==> config.mk <==
export PLATFORM = sky130hd
export DESIGN_NAME = dmem_arbiter
export DESIGN_NICKNAME = d
export VERILOG_FILES = /design/src/rtl/dmem_arbiter.sv
export SDC_FILE = /design/constraint.sdc
export NUM_CORES = 1
export LEC_CHECK = 0
export CAP_MARGIN = 5
export CORE_ASPECT_RATIO = 2
export CORE_UTILIZATION = 37
export CTS_CLUSTER_SIZE = 10
export DETAILED_ROUTE_END_ITERATION = 7
export PLACE_DENSITY = 0.86
export SYNTH_ARGS = -nofsm -noshare
export SYNTH_HDL_FRONTEND = slang
export SYNTH_SLANG_ARGS = --single-unit
==> constraint.sdc <==
create_clock -name clk -period 3.7 [get_ports clk]
set_input_delay 0.74 -clock clk [delete_from_list [all_inputs] [get_ports clk]]
set_output_delay 0.74 -clock clk [all_outputs]
set_load 0.02 [all_outputs]
==> src/rtl/dmem_arbiter.sv <==
// -----------------------------------------------------------------------------
// dmem_arbiter
//
// Shares one single-ported 256x16 data memory between the processor controller
// (CPU port) and an external host/debug loader (HOST port). Accesses are
// serialised by a three-state FSM (IDLE -> ACCESS -> DONE), so one access
// completes every three cycles. The CPU has fixed priority. A wait counter
// forces a host grant after MAX_WAIT consecutive lost arbitrations.
//
// Ports
//   clk, rst          : clock, asynchronous active-low reset
//   cpu_req/we/addr/wdata  -> CPU request, held stable until cpu_ack
//   cpu_ack, cpu_rdata     <- one-cycle completion pulse, read data during ack
//   cpu_stall              <- cpu_req & ~cpu_ack (holds the controller)
//   host_*                 : same meaning as the CPU port
//   mem_rd/mem_wr/mem_addr/mem_wdata -> memory strobes, driven only in ACCESS
//   mem_rdata              <- registered memory read data (valid in DONE)
// -----------------------------------------------------------------------------
module dmem_arbiter #(
  parameter int unsigned MAX_WAIT = 4
) (
  input  logic        clk,
  input  logic        rst,
  input  logic        cpu_req,
  input  logic        cpu_we,
  input  logic [7:0]  cpu_addr,
  input  logic [15:0] cpu_wdata,
  output logic        cpu_ack,
  output logic [15:0] cpu_rdata,
  output logic        cpu_stall,
  input  logic        host_req,
  input  logic        host_we,
  input  logic [7:0]  host_addr,
  input  logic [15:0] host_wdata,
  output logic        host_ack,
  output logic [15:0] host_rdata,
  output logic        mem_rd,
  output logic        mem_wr,
  output logic [7:0]  mem_addr,
  output logic [15:0] mem_wdata,
  input  logic [15:0] mem_rdata
);

  localparam logic [1:0] ST_IDLE   = 2'd0;
  localparam logic [1:0] ST_ACCESS = 2'd1;
  localparam logic [1:0] ST_DONE   = 2'd2;

  localparam logic [3:0] WAIT_LIMIT = 4'(MAX_WAIT);
  localparam logic [3:0] WAIT_SAT   = 4'd15;

  logic [1:0]  state_r;
  logic [1:0]  state_nxt_s;
  logic [3:0]  wait_cnt_r;

  // Fields latched from the winner on the IDLE->ACCESS edge
  logic        sel_r;      // 0 = CPU, 1 = HOST
  logic        we_r;
  logic [7:0]  addr_r;
  logic [15:0] wdata_r;

  logic        host_win_s;
  logic        cpu_win_s;
  logic        grant_s;
  logic        win_we_s;
  logic [7:0]  win_addr_s;
  logic [15:0] win_wdata_s;

  // Arbitration: only evaluated in IDLE; the host wins when the CPU is quiet
  // or when it has already lost MAX_WAIT times in a row.
  always_comb begin
    host_win_s = 1'b0;
    cpu_win_s  = 1'b0;
    if (state_r == ST_IDLE) begin
      if (host_req && (!cpu_req || (wait_cnt_r >= WAIT_LIMIT))) begin
        host_win_s = 1'b1;
      end else if (cpu_req) begin
        cpu_win_s = 1'b1;
      end else begin
        host_win_s = 1'b0;
        cpu_win_s  = 1'b0;
      end
    end else begin
      host_win_s = 1'b0;
      cpu_win_s  = 1'b0;
    end
  end

  assign grant_s = host_win_s | cpu_win_s;

  // Winner's request fields, selected for latching and for the strobe outputs
  always_comb begin
    win_we_s    = 1'b0;
    win_addr_s  = 8'h00;
    win_wdata_s = 16'h0000;
    if (host_win_s) begin
      win_we_s    = host_we;
      win_addr_s  = host_addr;
      win_wdata_s = host_wdata;
    end else begin
      win_we_s    = cpu_we;
      win_addr_s  = cpu_addr;
      win_wdata_s = cpu_wdata;
    end
  end

  // Next-state logic: IDLE waits for a grant, ACCESS and DONE last one cycle
  always_comb begin
    state_nxt_s = ST_IDLE;
    case (state_r)
      ST_IDLE: begin
        if (grant_s) begin
          state_nxt_s = ST_ACCESS;
        end else begin
          state_nxt_s = ST_IDLE;
        end
      end
      ST_ACCESS: state_nxt_s = ST_DONE;
      ST_DONE:   state_nxt_s = ST_IDLE;
      default:   state_nxt_s = ST_IDLE;
    endcase
  end

  // FSM state, starvation counter and latched request fields
  always_ff @(posedge clk or negedge rst) begin
    if (!rst) begin
      state_r    <= ST_IDLE;
      wait_cnt_r <= 4'd0;
      sel_r      <= 1'b0;
      we_r       <= 1'b0;
      addr_r     <= 8'h00;
      wdata_r    <= 16'h0000;
    end else begin
      state_r <= state_nxt_s;
      if (grant_s) begin
        sel_r   <= host_win_s;
        we_r    <= win_we_s;
        addr_r  <= win_addr_s;
        wdata_r <= win_wdata_s;
        // Counter only counts host losses; a host grant restarts it
        if (host_win_s) begin
          wait_cnt_r <= 4'd0;
        end else if (host_req && (wait_cnt_r != WAIT_SAT)) begin
          wait_cnt_r <= wait_cnt_r + 4'd1;
        end else begin
          wait_cnt_r <= wait_cnt_r;
        end
      end else begin
        wait_cnt_r <= wait_cnt_r;
      end
    end
  end

  // Registered memory strobes and acks. Strobes are loaded on the grant edge
  // so they are high exactly during ACCESS; acks are loaded on the
  // ACCESS->DONE edge so they pulse exactly during DONE. The async reset
  // clears them immediately, abandoning any in-flight access.
  always_ff @(posedge clk or negedge rst) begin
    if (!rst) begin
      mem_rd    <= 1'b0;
      mem_wr    <= 1'b0;
      mem_addr  <= 8'h00;
      mem_wdata <= 16'h0000;
      cpu_ack   <= 1'b0;
      host_ack  <= 1'b0;
    end else begin
      if (grant_s) begin
        mem_rd    <= ~win_we_s;
        mem_wr    <= win_we_s;
        mem_addr  <= win_addr_s;
        mem_wdata <= win_wdata_s;
      end else begin
        mem_rd    <= 1'b0;
        mem_wr    <= 1'b0;
        mem_addr  <= 8'h00;
        mem_wdata <= 16'h0000;
      end
      cpu_ack  <= (state_r == ST_ACCESS) && !sel_r;
      host_ack <= (state_r == ST_ACCESS) && sel_r;
    end
  end

  // Read data arrives from the memory's output register during DONE, so it
  // is gated straight through rather than registered a second time.
  assign cpu_rdata  = (cpu_ack && !we_r)  ? mem_rdata : 16'h0000;
  assign host_rdata = (host_ack && !we_r) ? mem_rdata : 16'h0000;

  assign cpu_stall  = cpu_req & ~cpu_ack;

endmodule

After elaboration in Yosys (flattened, before gate mapping)
Index checks and enable logic that the tools add are counted.

Flip-flop bits (word level): 36. Bits of input ports: 70. Word-level logic and storage cells: 49. Memories: 0. Latch bits: 0. Output and inout bits: 61. RAM bits: 0. ROM bits: 0.

Divide/modulo/power cells: 0. $lt $le $gt $ge: 1. Equality and inequality tests: 2. Bitwise logic cells: 4. Add/sub/neg operators: 1. Muxes and demuxes: 18. Reduce and logical (&&, ||, !) cells: 13. Multiply operators: 0. Shift-type cells: 0.

Operators with widths (number): two-way mux 16 bit (4); two-way mux 8 bit (2); two-way mux 1 bit (9); two-way mux 4 bit (2); logical AND 1 bit (6); adder 4 x 1 -> 4 bit (second input constant) (1); >= comparator 4 x 3 -> 1 bit (second input constant) (1); inequality test 4 bit (second input constant) (1); case mux 2 bit (2 select lines) (1); logical NOT 1 bit (3); equality test 2 x 1 -> 1 bit (second input constant) (1); logical NOT 2 bit (1); NOT 1 bit (2); AND reduction 2 bit (1); nonzero test 2 bit (1); bitwise AND 1 bit (1); logical OR 1 bit (1); OR 1 bit (1).

Logic depth before layout (Yosys ltp)
Depth after elaboration: 8. Gate-level depth with buffers: 5. Gate-level depth less buffers: 4.

Least setup slack after synthesis
No wires, ideal clock.

Path kind: register to output. From: reg cpu_ack. To: out cpu_rdata[10]. Data required time: 2.960 ns. Cell stages (with the launch flop): 4. Arrival: 1.193 ns. Slack: 1.767 ns. Cells stage by stage: dfrtp_1 > nor2b_1 > clkbuf_1 > and2_1.

Longest elaborated chain between the ends: 2.

RTL lines: start, declared (line 28) `output logic cpu_ack,`; start signal, assigned (line 177) `cpu_ack <= (state_r == ST_ACCESS) && !sel_r;`; logical AND 1 bit (line 184) `assign cpu_rdata = (cpu_ack && !we_r) ? mem_rdata : 16'h0000;`; two-way mux 16 bit (line 184); end, declared (line 29) `output logic [15:0] cpu_rdata,`.

No other way between the ends.

Final worst setup path
From: reg we_r. To: out cpu_rdata[5].

Longest elaborated chain between the ends: 3.

RTL lines: start, declared (line 57) `logic we_r;`; start signal, assigned (line 136) `we_r <= win_we_s;`; logical NOT 1 bit (line 184); logical AND 1 bit (line 184); two-way mux 16 bit (line 184).

No other way between the ends.

==> impl_metrics.py <==
metrics = {
    "synthesis": {
        "synth_xor_area_frac": 0,
        "synth_compound_area_frac": 0.165,
        "synth_top_family_by_area": "simple AND/OR/NAND/NOR gates",
        "synth_area_per_cell_um2": 9.50,
        "yosysWarnings": 0,
        "synth_nets": 259,
        "netlist_area_um2": 1790,
        "synth_adder_area_share": 0.00700,
        "ys_seq_area_frac": 0.504,
        "ys.flop_type": "dfrtp_1",
        "synth_cells": 188,
        "async_flop_share": 1.00,
        "synth_cell_type_count": 25,
        "yosys.area_share.simple": 0.266,
        "synth_edf_count": 0,
        "synth.area.mux_share": 0,
        "synth_seq_cells": 36,
    },
    "die": {
        "die_x_um": 51.1,
        "coreArea_um2": 4600,
        "die_area_um2": 5130,
        "io_pins": 131,
        "start_util": 0.389,
        "rows": 35,
        "die_y_um": 100,
    },
    "finish": {
        "final_core_util": 0.693,
        "drive_gt1_frac": 0.0478,
        "syn_to_final_growth_pct": 78.4,
        "stdcell_count": 369,
        "mostFrequentLayoutCells": "clkdlybuf4s50_1, dfrtp_1, and2_1, o21ai_1, nand3_1",
        "layout.nets": 384,
        "mostFrequentLayoutCell": "clkdlybuf4s50_1",
        "antennaDiodeCount": 0,
    },
    "setup_path": {
        "cp_slowest_cell": "nor2b_1",
        "path_max_fanout": 16,
        "cp-end-kind": "output pin",
        "worst-endpoint-required_ns": 2.96,
        "worst-r2r-setup-slack_ns": 1.79,
        "critPathMaxStageDelay_ns": 0.65,
        "path_buf_inv": 1,
        "critical_path_class": "reg2out",
        "cp_top_family": "simple AND/OR/NAND/NOR gates",
        "r2r_start": "wait_cnt_r[2]",
        "r2r_end": "mem_wr",
        "cp-start-kind": "flip-flop",
        "rr_worst_depth": 3,
        "path_cells": "nor2b_1, and2_1, clkdlybuf4s50_1",
        "cp.arrival_ns": 2.20,
    },
    "sta": {
        "rsz0062_at_grt": "no",
        "fin_crit_ns": 2.94,
        "slew_violations": 0,
        "max_freq_mhz": 341,
        "fin_skew_ns": 0.00897,
        "worst_slew_pin_slew_ns": 0.984,
        "holdWs_ns": 0.456,
        "tns_ns": 0,
        "setup_viol": 0,
        "max_slew_margin": 0.344,
        "hold_violations": 0,
        "min_period_over_period": 0.794,
    },
    "drt": {
        "dr.pass1.iters": 4,
        "wire_per_inst_um": 15.8,
        "wirelength_um": 5840,
        "ant_nets": 0,
        "viasPerCell": 5.09,
        "route.detailed.drc": 0,
        "first_iter_violations": 26,
        "num_vias": 1877,
    },
    "worst_hold_path": {
        "min_path_type": "reg2reg",
        "worst_hold_path.num_cells": 1,
        "holdPathEnd": "cpu_ack",
        "hold_start": "sel_r",
    },
    "place": {
        "gp_congestion": 0.877,
        "dp_cells": 361,
        "port-buffer-count": 130,
        "dp_hpwl_um": 4300,
    },
    "clock_network": {
        "cts.sinks": 36,
        "numCtsBuffers": 5,
        "tritoncts": "done",
        "post_cts_resized": 0,
        "h-tree-depth": 2,
        "clk_latency_ns": 0.30,
        "cts.clk_slew.worst_paths_ns": 0.07,
        "hold_buffers": 0,
        "post_cts_buffers": 0,
        "clockRootBuffer": "clkbuf_8",
        "cts_buffer_depth": 2,
    },
    "power": {
        "p_clk_frac": 0.191,
        "p_comb_frac": 0.489,
        "p_leak_nw": 1.30,
        "vdd_ir_drop_max_v": 0.000475,
        "power_switching_w": 0.000676,
        "internal_power_w": 0.00111,
        "p_sw_frac": 0.378,
        "p_seq_frac": 0.320,
        "power.density_nw_per_um2": 562,
    },
    "job": {
        "cap_violations": 0,
    },
    "global_routing": {
        "grt_first_pass_wirelength_um": 8960,
        "antenna_found_initial": 0,
        "grt_max_degree": 37,
        "track_usage": 0.242,
        "grt_pass1_vias": 1805,
        "grt_overflow": 0,
    },
    "run_status": {
        "status": "complete, no violations",
    },
}
[registers in the layout, indices dropped and copies added, names as in the netlist]
name,count
sel_r,1
host_ack,1
mem_wr,1
mem_rd,1
cpu_ack,1
state_r,2
we_r,1
mem_wdata,16
mem_addr,8
wait_cnt_r,4
[cell usage after synthesis, types with 2 or more instances]
cell,instances,share of area
nand2_1,7,0.015
buf_4,2,0.0084
clkbuf_1,4,0.0084
buf_6,4,0.025
and2_1,34,0.12
nand3_1,25,0.070
o21ai_1,26,0.073
dfrtp_1,36,0.50
a21oi_1,24,0.067
nor2b_1,5,0.018
nor2_1,2,0.0042
buf_2,5,0.014
or3b_1,2,0.0098
[per-layer routing]
layer	GRT usage	routed length (µm)	up-vias
li1	-	-	891
met1	0.220	1860	867
met2	0.462	3240	108
met3	0.0788	576	11
met4	0.100	167	0
met5	0	0	-
[worst max-delay path by stage]
stage | startpoint | end | slack, ns | cells after the start
2_1_floorplan | cpu_ack | cpu_rdata[10] | 1.77 | 3
3_3_place_gp | cpu_req | cpu_stall | 0.98 | 3
3_5_place_dp | mem_rdata[7] | cpu_rdata[7] | 0.98 | 3
4_1_cts | cpu_ack | cpu_rdata[5] | 0.71 | 3
5_1_grt | we_r | cpu_rdata[12] | 0.61 | 3
6_report | we_r | cpu_rdata[5] | 0.76 | 3
[worst register-to-register path: cells and delay by family, from the launching register on]
family | cells | cell delay, ns
AO/OA/AOI/OAI | 1 | 0.17
AND/OR/NAND/NOR | 2 | 1.19
flip-flops | 1 | 0.44
[logic make-up (layout without fill, tap and decap cells)]
group,Yosys count,count (layout)
fa+ha+maj,1,1
compound gates,55,55
buf+inv,16,142
flops,36,36
simple gates,80,80
[through the flow]
step,cell area [µm²],total power [W],setup WS (ns)
floorplan,1790,0.00105,1.77
global placement,3080,0.00145,0.984
detailed placement,3080,0.00146,0.977
CTS,3190,0.00180,0.713
global route,3190,0.00190,0.611
finish,3190,0.00179,0.763
[power by group through the flow]
stage | clock, W | sequential (W) | combinational (W)
4_1_cts | 0.000344 | 0.000574 | 0.000882
3_5_place_dp | 0 | 0.000582 | 0.000876
6_report | 0.000342 | 0.000573 | 0.000876
3_3_place_gp | 0 | 0.000578 | 0.000867
2_1_floorplan | 0 | 0.000689 | 0.000363
5_1_grt | 0.000367 | 0.000587 | 0.000945
[area by class of cell]
class,count,area [µm²]
clock buffer,6,72.6
fill,365,1410
tap,55,68.8
clock inverter,2,35.0
inverter,1,3.75
timing repair buffer,133,1320
sequential,36,901
multi-input combinational,136,788
No activity file was read; power rests on OpenSTA's default activity.
